### src/rtl/control_pipe_pkg.sv
// Shared opcode, function and selector encodings for the ID-stage control unit,
// plus the control-word layout carried from decode to the output register.
package control_pipe_pkg;

  localparam logic [6:0] OPC_OP     = 7'b0110011;
  localparam logic [6:0] OPC_OP_IMM = 7'b0010011;
  localparam logic [6:0] OPC_LOAD   = 7'b0000011;
  localparam logic [6:0] OPC_STORE  = 7'b0100011;
  localparam logic [6:0] OPC_BRANCH = 7'b1100011;
  localparam logic [6:0] OPC_JAL    = 7'b1101111;
  localparam logic [6:0] OPC_JALR   = 7'b1100111;
  localparam logic [6:0] OPC_LUI    = 7'b0110111;
  localparam logic [6:0] OPC_AUIPC  = 7'b0010111;

  localparam logic [6:0] F7_BASE   = 7'b0000000;
  localparam logic [6:0] F7_ALT    = 7'b0100000;
  localparam logic [6:0] F7_MULDIV = 7'b0000001;

  localparam logic [5:0] ALU_ADD  = 6'b000000;
  localparam logic [5:0] ALU_SUB  = 6'b000001;
  localparam logic [5:0] ALU_SLL  = 6'b000010;
  localparam logic [5:0] ALU_SRL  = 6'b000100;
  localparam logic [5:0] ALU_SRA  = 6'b000110;
  localparam logic [5:0] ALU_OR   = 6'b001000;
  localparam logic [5:0] ALU_AND  = 6'b010000;
  localparam logic [5:0] ALU_XOR  = 6'b100000;
  localparam logic [5:0] ALU_SLT  = 6'b101001;
  localparam logic [5:0] ALU_SLTU = 6'b110001;

  localparam logic [1:0] PC_4    = 2'b00;
  localparam logic [1:0] PC_BR   = 2'b01;
  localparam logic [1:0] PC_JALR = 2'b10;
  localparam logic [1:0] PC_JAL  = 2'b11;

  localparam logic [1:0] OP1_RS1  = 2'b00;
  localparam logic [1:0] OP1_PC   = 2'b01;
  localparam logic [1:0] OP1_ZERO = 2'b10;

  localparam logic [1:0] OP2_RS2  = 2'b00;
  localparam logic [1:0] OP2_IIMM = 2'b01;
  localparam logic [1:0] OP2_UIMM = 2'b10;
  localparam logic [1:0] OP2_SIMM = 2'b11;

  localparam logic [1:0] WB_MEM = 2'b00;
  localparam logic [1:0] WB_ALU = 2'b01;
  localparam logic [1:0] WB_PC4 = 2'b10;
  localparam logic [1:0] WB_MD  = 2'b11;

  typedef struct packed {
    logic [1:0] pc_sel;
    logic [1:0] op1sel;
    logic [1:0] op2sel;
    logic [1:0] wb_sel;
    logic       mem_wr;
    logic       mem_rd;
    logic [2:0] mem_size;
    logic       rf_en;
    logic       md_op;
    logic [5:0] alu_fun;
    logic       illegal;
  } ctl_word_t;

  localparam int unsigned CTL_W = $bits(ctl_word_t);

  typedef enum logic {
    ST_IDLE    = 1'b0,
    ST_MD_BUSY = 1'b1
  } md_state_t;

  // alt selects SUB/SRA (instr[30]) within the shared funct3 map
  function automatic logic [5:0] alu_from_f3(input logic [2:0] f3, input logic alt);
    case (f3)
      3'b000:  return alt ? ALU_SUB : ALU_ADD;
      3'b001:  return ALU_SLL;
      3'b010:  return ALU_SLT;
      3'b011:  return ALU_SLTU;
      3'b100:  return ALU_XOR;
      3'b101:  return alt ? ALU_SRA : ALU_SRL;
      3'b110:  return ALU_OR;
      default: return ALU_AND;
    endcase
  endfunction

endpackage

### src/rtl/control_pipe_decode.sv
// Combinational RV32I(+M) decoder: raw instruction to control word.
// Any unrecognised encoding yields an all-zero word with only the illegal flag set.
module control_decode
  import control_pipe_pkg::*;
#(
  parameter int unsigned EN_M = 1
) (
  input  logic [31:0]      instr,
  output logic [CTL_W-1:0] ctl,
  output logic             md_is_div
);

  logic [6:0] opc;
  logic [2:0] f3;
  logic [6:0] f7;
  ctl_word_t  w;
  logic       legal;

  assign opc       = instr[6:0];
  assign f3        = instr[14:12];
  assign f7        = instr[31:25];
  assign md_is_div = f3[2];

  always_comb begin
    w     = '0;
    legal = 1'b1;
    case (opc)
      OPC_OP: begin
        w.op2sel = OP2_RS2;
        w.wb_sel = WB_ALU;
        w.rf_en  = 1'b1;
        if (f7 == F7_MULDIV) begin
          if (EN_M != 0) begin
            w.md_op   = 1'b1;
            w.wb_sel  = WB_MD;
            w.alu_fun = {3'b000, f3};
          end else begin
            legal = 1'b0;
          end
        end else if (f7 == F7_BASE) begin
          w.alu_fun = alu_from_f3(f3, 1'b0);
        end else if (f7 == F7_ALT && (f3 == 3'b000 || f3 == 3'b101)) begin
          w.alu_fun = alu_from_f3(f3, 1'b1);
        end else begin
          legal = 1'b0;
        end
      end
      OPC_OP_IMM: begin
        w.op2sel = OP2_IIMM;
        w.wb_sel = WB_ALU;
        w.rf_en  = 1'b1;
        if (f3 == 3'b001) begin
          legal     = (f7 == F7_BASE);
          w.alu_fun = ALU_SLL;
        end else if (f3 == 3'b101) begin
          legal     = (f7 == F7_BASE) || (f7 == F7_ALT);
          w.alu_fun = alu_from_f3(f3, instr[30]);
        end else begin
          w.alu_fun = alu_from_f3(f3, 1'b0);
        end
      end
      OPC_LOAD: begin
        w.op2sel   = OP2_IIMM;
        w.wb_sel   = WB_MEM;
        w.mem_rd   = 1'b1;
        w.rf_en    = 1'b1;
        w.mem_size = f3;
        legal      = f3 inside {3'b000, 3'b001, 3'b010, 3'b100, 3'b101};
      end
      OPC_STORE: begin
        w.op2sel   = OP2_SIMM;
        w.mem_wr   = 1'b1;
        w.mem_size = f3;
        legal      = f3 inside {3'b000, 3'b001, 3'b010};
      end
      OPC_BRANCH: begin
        w.pc_sel  = PC_BR;
        w.alu_fun = f3[2] ? (f3[1] ? ALU_SLTU : ALU_SLT) : ALU_SUB;
        legal     = (f3[2:1] != 2'b01);
      end
      OPC_JAL: begin
        w.pc_sel = PC_JAL;
        w.wb_sel = WB_PC4;
        w.rf_en  = 1'b1;
      end
      OPC_JALR: begin
        w.pc_sel = PC_JALR;
        w.op2sel = OP2_IIMM;
        w.wb_sel = WB_PC4;
        w.rf_en  = 1'b1;
        legal    = (f3 == 3'b000);
      end
      OPC_LUI: begin
        w.op1sel = OP1_ZERO;
        w.op2sel = OP2_UIMM;
        w.wb_sel = WB_ALU;
        w.rf_en  = 1'b1;
      end
      OPC_AUIPC: begin
        w.op1sel = OP1_PC;
        w.op2sel = OP2_UIMM;
        w.wb_sel = WB_ALU;
        w.rf_en  = 1'b1;
      end
      default: legal = 1'b0;
    endcase
    if (!legal) begin
      w         = '0;
      w.illegal = 1'b1;
    end
  end

  assign ctl = w;

endmodule

### src/rtl/control_pipe.sv
// ID-stage control unit: registers the decoded word under valid/ready, handles
// flush, and stalls issue while the unpipelined mul/div unit is busy.
module control_pipe
  import control_pipe_pkg::*;
#(
  parameter int unsigned ALU_FUN_W = 6,
  parameter int unsigned EN_M      = 1,
  parameter int unsigned MUL_LAT   = 2,
  parameter int unsigned DIV_LAT   = 32
) (
  input  logic                 clk,
  input  logic                 reset,
  input  logic [31:0]          instr_i,
  input  logic                 instr_vld_i,
  output logic                 instr_rdy_o,
  input  logic                 flush_i,
  input  logic                 ex_rdy_i,
  output logic                 ctl_vld_o,
  output logic [1:0]           pc_sel_o,
  output logic [1:0]           op1sel_o,
  output logic [1:0]           op2sel_o,
  output logic [1:0]           wb_sel_o,
  output logic                 mem_wr_o,
  output logic                 mem_rd_o,
  output logic [2:0]           mem_size_o,
  output logic                 rf_en_o,
  output logic                 md_op_o,
  output logic [ALU_FUN_W-1:0] alu_fun_o,
  output logic                 illegal_o,
  output logic                 md_busy_o
);

  localparam int unsigned MAX_LAT = (MUL_LAT > DIV_LAT) ? MUL_LAT : DIV_LAT;
  localparam int unsigned CNT_W   = $clog2(MAX_LAT + 1);

  logic [CTL_W-1:0] dec_bits;
  ctl_word_t        dec_w;
  logic             dec_is_div;
  ctl_word_t        ctl_q;
  logic             ctl_vld_q;
  logic             accept;
  md_state_t        state_q, state_d;
  logic [CNT_W-1:0] cnt_q, cnt_d;

  control_decode #(.EN_M(EN_M)) u_decode (
    .instr     (instr_i),
    .ctl       (dec_bits),
    .md_is_div (dec_is_div)
  );

  assign dec_w = ctl_word_t'(dec_bits);

  assign instr_rdy_o = !reset && !flush_i && (state_q == ST_IDLE) && (!ctl_vld_q || ex_rdy_i);
  assign accept      = instr_vld_i && instr_rdy_o;

  // flush drops only the valid bit; stale fields are never observed with ctl_vld_o low
  always_ff @(posedge clk) begin
    if (reset) begin
      ctl_q     <= '0;
      ctl_vld_q <= 1'b0;
    end else if (flush_i) begin
      ctl_vld_q <= 1'b0;
    end else if (accept) begin
      ctl_q     <= dec_w;
      ctl_vld_q <= 1'b1;
    end else if (ex_rdy_i) begin
      ctl_vld_q <= 1'b0;
    end
  end

  always_ff @(posedge clk) begin
    if (reset) begin
      state_q <= ST_IDLE;
      cnt_q   <= '0;
    end else begin
      state_q <= state_d;
      cnt_q   <= cnt_d;
    end
  end

  always_comb begin
    state_d = state_q;
    cnt_d   = cnt_q;
    case (state_q)
      ST_IDLE: begin
        if (accept && dec_w.md_op) begin
          state_d = ST_MD_BUSY;
          cnt_d   = dec_is_div ? CNT_W'(DIV_LAT) : CNT_W'(MUL_LAT);
        end
      end
      ST_MD_BUSY: begin
        if (cnt_q <= CNT_W'(1)) begin
          state_d = ST_IDLE;
          cnt_d   = '0;
        end else begin
          cnt_d = cnt_q - CNT_W'(1);
        end
      end
      default: begin
        state_d = ST_IDLE;
        cnt_d   = '0;
      end
    endcase
  end

  assign ctl_vld_o  = ctl_vld_q;
  assign pc_sel_o   = ctl_q.pc_sel;
  assign op1sel_o   = ctl_q.op1sel;
  assign op2sel_o   = ctl_q.op2sel;
  assign wb_sel_o   = ctl_q.wb_sel;
  assign mem_wr_o   = ctl_q.mem_wr;
  assign mem_rd_o   = ctl_q.mem_rd;
  assign mem_size_o = ctl_q.mem_size;
  assign rf_en_o    = ctl_q.rf_en;
  assign md_op_o    = ctl_q.md_op;
  assign alu_fun_o  = ALU_FUN_W'(ctl_q.alu_fun);
  assign illegal_o  = ctl_q.illegal;
  assign md_busy_o  = (cnt_q != '0);

endmodule

### config.mk
export PLATFORM = sky130hd
export DESIGN_NAME = control_pipe
export DESIGN_NICKNAME = d
export VERILOG_FILES = /design/src/rtl/control_pipe_pkg.sv /design/src/rtl/control_pipe_decode.sv /design/src/rtl/control_pipe.sv
export SDC_FILE = /design/constraint.sdc
export NUM_CORES = 1
export LEC_CHECK = 0
export ABC_CLOCK_PERIOD_IN_PS = 3900
export CAP_MARGIN = 20
export CORE_ASPECT_RATIO = 1.1
export CORE_MARGIN = 4
export CORE_UTILIZATION = 30
export CTS_CLUSTER_SIZE = 20
export DETAILED_ROUTE_END_ITERATION = 6
export DONT_BUFFER_PORTS = 1
export GPL_TIMING_DRIVEN = 0
export HOLD_SLACK_MARGIN = 0.06
export PLACE_DENSITY = 0.41
export SETUP_SLACK_MARGIN = 0.05
export SYNTH_ARGS = -nofsm -noshare
export SYNTH_HDL_FRONTEND = slang
export SYNTH_SLANG_ARGS = --single-unit
### constraint.sdc
create_clock -name clk -period 3.9 [get_ports clk]
set_input_delay 0.78 -clock clk [delete_from_list [all_inputs] [get_ports clk]]
set_output_delay 0.78 -clock clk [all_outputs]
set_load 0.01 [all_outputs]
==> metrics.yaml, run 1 <==
path_clk_slew_ns: 0.07
worst-r2r-setup-slack_ns: 1.90
nets: 246
synth-main-ff-cell: "dfxtp_1"
finalSetupViolCount: 0
status: "completed"
min_path_cells: 2
post_cts_buffers: 0
rows: 27
maxCapViolations: 0
path_max_fanout: 10
hold_viol: 0
die_w_microns: 78.5
worstHoldStart: "md_op_o$_SDFFE_PP0P_"
io_pins: 62
cp.arrival_ns: 2.64
final_common_cell: "dfxtp_1"
worst_slew_pin_slew_ns: 0.830
ir_drop_mv: 0.121
synth_area_leaders: "dfxtp_1, nand2_1, a22o_1"
drv_slew: 0
cts_made_buffers: 5
drt_pass1_iterations: 5
grt_pass1_wl_mm: 8.35
end_kind: "register"
placed_cells: 272
relSlewSlack_pct: 44.4
routabilityCongestion: 0.931
initial_core_util_pct: 31.9
cts_hold_buf: 0
syn_inst: 200
ys_async_sr_fraction_pct: 0
diodes: 0
viasPerCell: 5.81
syn-num-nets: 239
grt_setup_unrepaired: "no"
cts_tree: "done"
design.die.area_sq_mm: 0.00671
fmaxAchievable_ghz: 0.400
yosysTopAreaCell: "dfxtp_1"
yosys.cell_types.count: 48
clockBufferDepth: 2
grt_use_total_pct: 15.8
insertion_delay_ns: 0.29
port_buffers: 0
worstSetupStartpointType: "input port"
synth_seq_area_share_pct: 36.7
p_leak_nw: 0.629
pwr_density_cell_mw_per_mm2: 348
core_area_sq_mm: 0.00513
drc: 0
antenna_found_initial: 0
fin_tns_setup_ns: 0
avgSynthCellArea_sq_um: 8.19
yosys_warnings: 0
fp.dieH_microns: 85.5
hold_path.class: "reg2reg"
synth_area_sq_mm: 0.00164
fin_crit_sh_pct: 64.1
skew_ns: 0.00515
htreeDepth: 2
wl_mm: 5.12
cts_resized: 0
hold-worst-slack_ns: 0.507
area_growth_pct: 11.3
rr_worst_depth: 6
min_period_ns: 2.50
wl_per_cell_microns: 18.3
ant_nets: 0
first_iter_violations: 89
layout_common_cells: "dfxtp_1, nand2_1, nor2_1"
synth_seq_cells: 30
cts-root-buf: "clkbuf_8"
cts_sinks: 30
synth.top_cell.area_share_pct: 36.7
vias: 1628
drive_gt1_share_pct: 7.69
post-route-util_pct: 35.5
hold_path_end: "md_op_o$_SDFFE_PP0P_"
synth-edff-count: 0
grt_max_degree: 11
final_cells: 280
dp_hpwl_mm: 3.88
r2r-start: "state_q$_SDFF_PP0_"
grt-ovfl-total: 0
nFillCells: 566
rr_endpoint: "cnt_q[2]$_SDFFE_PP0P_"
crit_type: "in2reg"
grt_pass1_vias: 1678
required_ns: 4.04
==> flip-flops by register name, summed over array words and instances (netlist names) <==
| register | flops |
|---|---|
| op1sel_o | 2 |
| mem_size_o | 3 |
| md_op_o | 1 |
| wb_sel_o | 2 |
| ctl_vld_o | 1 |
| op2sel_o | 2 |
| illegal_o | 1 |
| rf_en_o | 1 |
| mem_wr_o | 1 |
| cnt_q | 6 |
| pc_sel_o | 2 |
| state_q | 1 |
| mem_rd_o | 1 |
| alu_fun_o | 6 |
==> report_power, final <==
group | switching (mW) | internal (mW) | total (mW) | leakage [nW]
clock | 0.132 | 0.142 | 0.273 | 0.0472
sequential | 0.00124 | 0.307 | 0.309 | 0.242
combinational | 0.0356 | 0.0161 | 0.0518 | 0.340
total | 0.168 | 0.465 | 0.634 | 0.629
==> through the flow <==
stage	worst slack (ns)	power [mW]	area (sq um)
2_1_floorplan	1.53	0.353	1640
3_3_place_gp	1.12	0.366	1730
3_5_place_dp	1.09	0.367	1730
4_1_cts	1.39	0.639	1820
5_1_grt	1.14	0.660	1820
6_report	1.40	0.634	1820
==> worst max-delay path, cell delays in order <==
cell	delay, ns
clkbuf_1	0.30
clkbuf_1	0.43
a31oi_1	0.22
a211oi_1	0.72
o21ai_0	0.19
==> per-layer routing <==
metal	routed length (microns)	global-route usage [%]	vias to the layer above
met1	2100	18.3	776
met2	2480	26.4	73
met4	99	6.20	0
met3	441	5.99	11
li1	-	-	768
met5	0	0	-
==> synthesized netlist by cell type (all sizes together) (2+ instances only) <==
cell type / n
o32ai: 2
nor2: 15
inv: 9
nand2b: 9
a31oi: 8
buf: 2
a311oi: 3
mux2i: 2
o31ai: 4
nand4: 2
or3: 5
o2111ai: 2
or4: 2
a22o: 7
a31o: 2
clkbuf: 9
o21ai: 8
a32oi: 3
ha: 2
nor3: 9
a32o: 4
o22ai: 2
nand2: 20
or2: 2
nand3: 3
a211oi: 6
nor2b: 4
a21oi: 8
dfxtp: 30
==> cell families (layout without fill, tap and decap cells) <==
kind of cell	count (synthesis)	count (layout)	synth area share, %
compound gates	65	65	29.1
mux	2	2	1.22
fa+ha+maj	2	2	1.53
xor+xnor	1	1	0.535
flops	30	30	36.7
simple gates	80	80	26.3
buf+inv	20	28	4.66
==> how the worst max path moves through the flow <==
| stage | end | slack (ns) | depth (start not counted) | startpoint |
|---|---|---|---|---|
| after CTS | op2sel_o[0]$_SDFFE_PP0P_ | 1.39 | 5 | instr_i[5] |
| after floorplan | cnt_q[2]$_SDFFE_PP0P_ | 1.53 | 5 | instr_i[29] |
| final | op2sel_o[0]$_SDFFE_PP0P_ | 1.40 | 5 | instr_i[5] |
| after detailed placement | alu_fun_o[2]$_SDFFE_PP0P_ | 1.09 | 5 | instr_i[5] |
| after global routing | op2sel_o[0]$_SDFFE_PP0P_ | 1.14 | 5 | instr_i[5] |
| after global placement | op2sel_o[0]$_SDFFE_PP0P_ | 1.12 | 6 | instr_i[14] |
==> area by class of cell <==
class                      count  area, sq um  area share, %
clock inverter                 2         12.5          0.686
buffer                        11         42.5           2.33
inverter                       9         33.8           1.85
sequential                    30          601           32.9
tap                           72         90.1           4.94
clock buffer                   6         82.6           4.53
multi-input combinational    150          961           52.7
No activity file was read; power rests on OpenSTA's default activity.
==> run 2, diff against run 1 <==
- ABC_CLOCK_PERIOD_IN_PS: 3900 -> 2400
- clock period: 3.9 -> 2.4 ns (I/O delays scaled with it)
==> metrics.yaml, run 2 (synthesized netlist as in run 1, its figures left out) <==
status: "completed"
fin_tns_setup_ns: 0
viasPerCell: 5.78
grt-ovfl-total: 0
setup_ws_ns: 0.378
antenna_found_initial: 0
ant_nets: 0
die_w_microns: 78.5
fin_crit_sh_pct: 84.3
core_area_sq_mm: 0.00513
layout_common_cells: "dfxtp_1, nand2_1, nor2_1"
top_layer: "met4"
grt_pass1_wl_mm: 8.35
maxCapViolations: 0
p_switching_mw: 0.268
cts_hold_buf: 0
hold_path.class: "in2reg"
dp_slack_ns: -0.106
wl_met1_mm: 2.15
nets: 246
min_period_ns: 2.02
crit_type: "reg2reg"
first_iter_violations: 98
worst_slew_pin_slew_ns: 0.666
fin_area_sq_mm: 0.00183
p_clk_share_pct: 42.8
final_common_cell: "dfxtp_1"
hold-worst-slack_ns: 0.262
drv_slew: 0
cts_made_buffers: 5
worstSetupStartpointType: "register"
required_ns: 2.55
relSlewSlack_pct: 55.2
io_pins: 62
skew_ns: 0.00499
diodes: 0
cp.arrival_ns: 2.18
drc: 0
drt_pass1_iterations: 5
vias: 1618
placed_cell_area_sq_mm: 0.00173
wl_met3_microns: 399
wl_per_cell_microns: 18.3
grt_max_degree: 11
end_kind: "register"
fp.dieH_microns: 85.5
port_buffers: 0
slowest_delay_ns: 0.63
cts_sinks: 30
routabilityCongestion: 0.931
routed-wl-met2_mm: 2.45
hold_viol: 0
path_clk_slew_ns: 0.07
cpMaxStageDelayCell: "or4_4"
grt_use_total_pct: 15.8
seqPwrFrac_pct: 49.0
crit_family: "simple AND/OR/NAND/NOR gates"
drive_gt1_share_pct: 8.17
cts_tree: "done"
p_leak_nw: 0.630
clockBufferDepth: 2
min_path_cells: 1
worst-path-stages: 6
design.die.area_sq_mm: 0.00671
rows: 27
crit_buf_inv: 1
wl_mm: 5.11
switching_share_pct: 26.2
p_int_mw: 0.756
initial_core_util_pct: 31.9
grt_pass1_vias: 1678
insertion_delay_ns: 0.28
ir_drop_mv: 0.193
pwr-share-comb_pct: 8.2
fmaxAchievable_ghz: 0.494
area_growth_pct: 11.6
crit_chain: "buf_2, nor2_1, nand4_1, or4_4, nand2b_2, a311oi_1"
pwr_density_cell_mw_per_mm2: 560
cts-root-buf: "clkbuf_8"
finalSetupViolCount: 0
grt_setup_unrepaired: "no"
dp_hpwl_mm: 3.88
htreeDepth: 2
rr_worst_depth: 6
path_max_fanout: 9
==> run 2: cell count changes in the layout (fill, tap and decap cells not counted) <==
cell	before	now
a211oi_1	6	5
a211oi_2	0	1
==> run 2: final cells by class <==
type	instances	area (sq um)
Sequential cell	30	601
Fill cell	566	3310
Multi-Input combinational cell	150	966
Clock inverter	2	12.5
Clock buffer	6	82.6
Buffer	11	42.5
Tap cell	72	90.1
Inverter	9	33.8
==> run 2: stage by stage <==
step	util [%]	total power [mW]	cells
detailed placement	33.7	0.596	272
global placement	33.7	0.595	272
finish	35.6	1.02	280
CTS	35.5	1.04	280
global route	35.6	1.07	280
floorplan	-	0.574	200
==> run 2: path summary, 6_finish.rpt <==
kind                                               end            startpoint  slack [ns]
worst min-delay path            ctl_vld_o$_SDFFE_PP0P_               flush_i        0.26
worst min register to register    md_op_o$_SDFFE_PP0P_  md_op_o$_SDFFE_PP0P_        0.51
worst max-delay path             cnt_q[2]$_SDFFE_PP0P_    state_q$_SDFF_PP0_        0.38
worst max register to register   cnt_q[2]$_SDFFE_PP0P_    state_q$_SDFF_PP0_        0.38
==> run 2: timing repair <==
action	CTS	global route
hold endpoints to repair	0	0
resized for setup	0	1
buffers inserted	0	0
endpoints found under the setup margin	0	6
==> run 2: metal layers <==
layer	up-vias	GRT usage, %
met4	0	6.20
met5	-	0
met2	64	26.4
met1	773	18.3
li1	768	-
met3	13	5.99
==> run 2: power groups by stage <==
stage | clock network [mW] | registers (mW) | logic (mW)
after global routing | 0.479 | 0.501 | 0.0933
after floorplan | 0 | 0.513 | 0.0619
after CTS | 0.453 | 0.501 | 0.0832
after global placement | 0 | 0.513 | 0.0823
final | 0.438 | 0.501 | 0.0841
after detailed placement | 0 | 0.513 | 0.0829
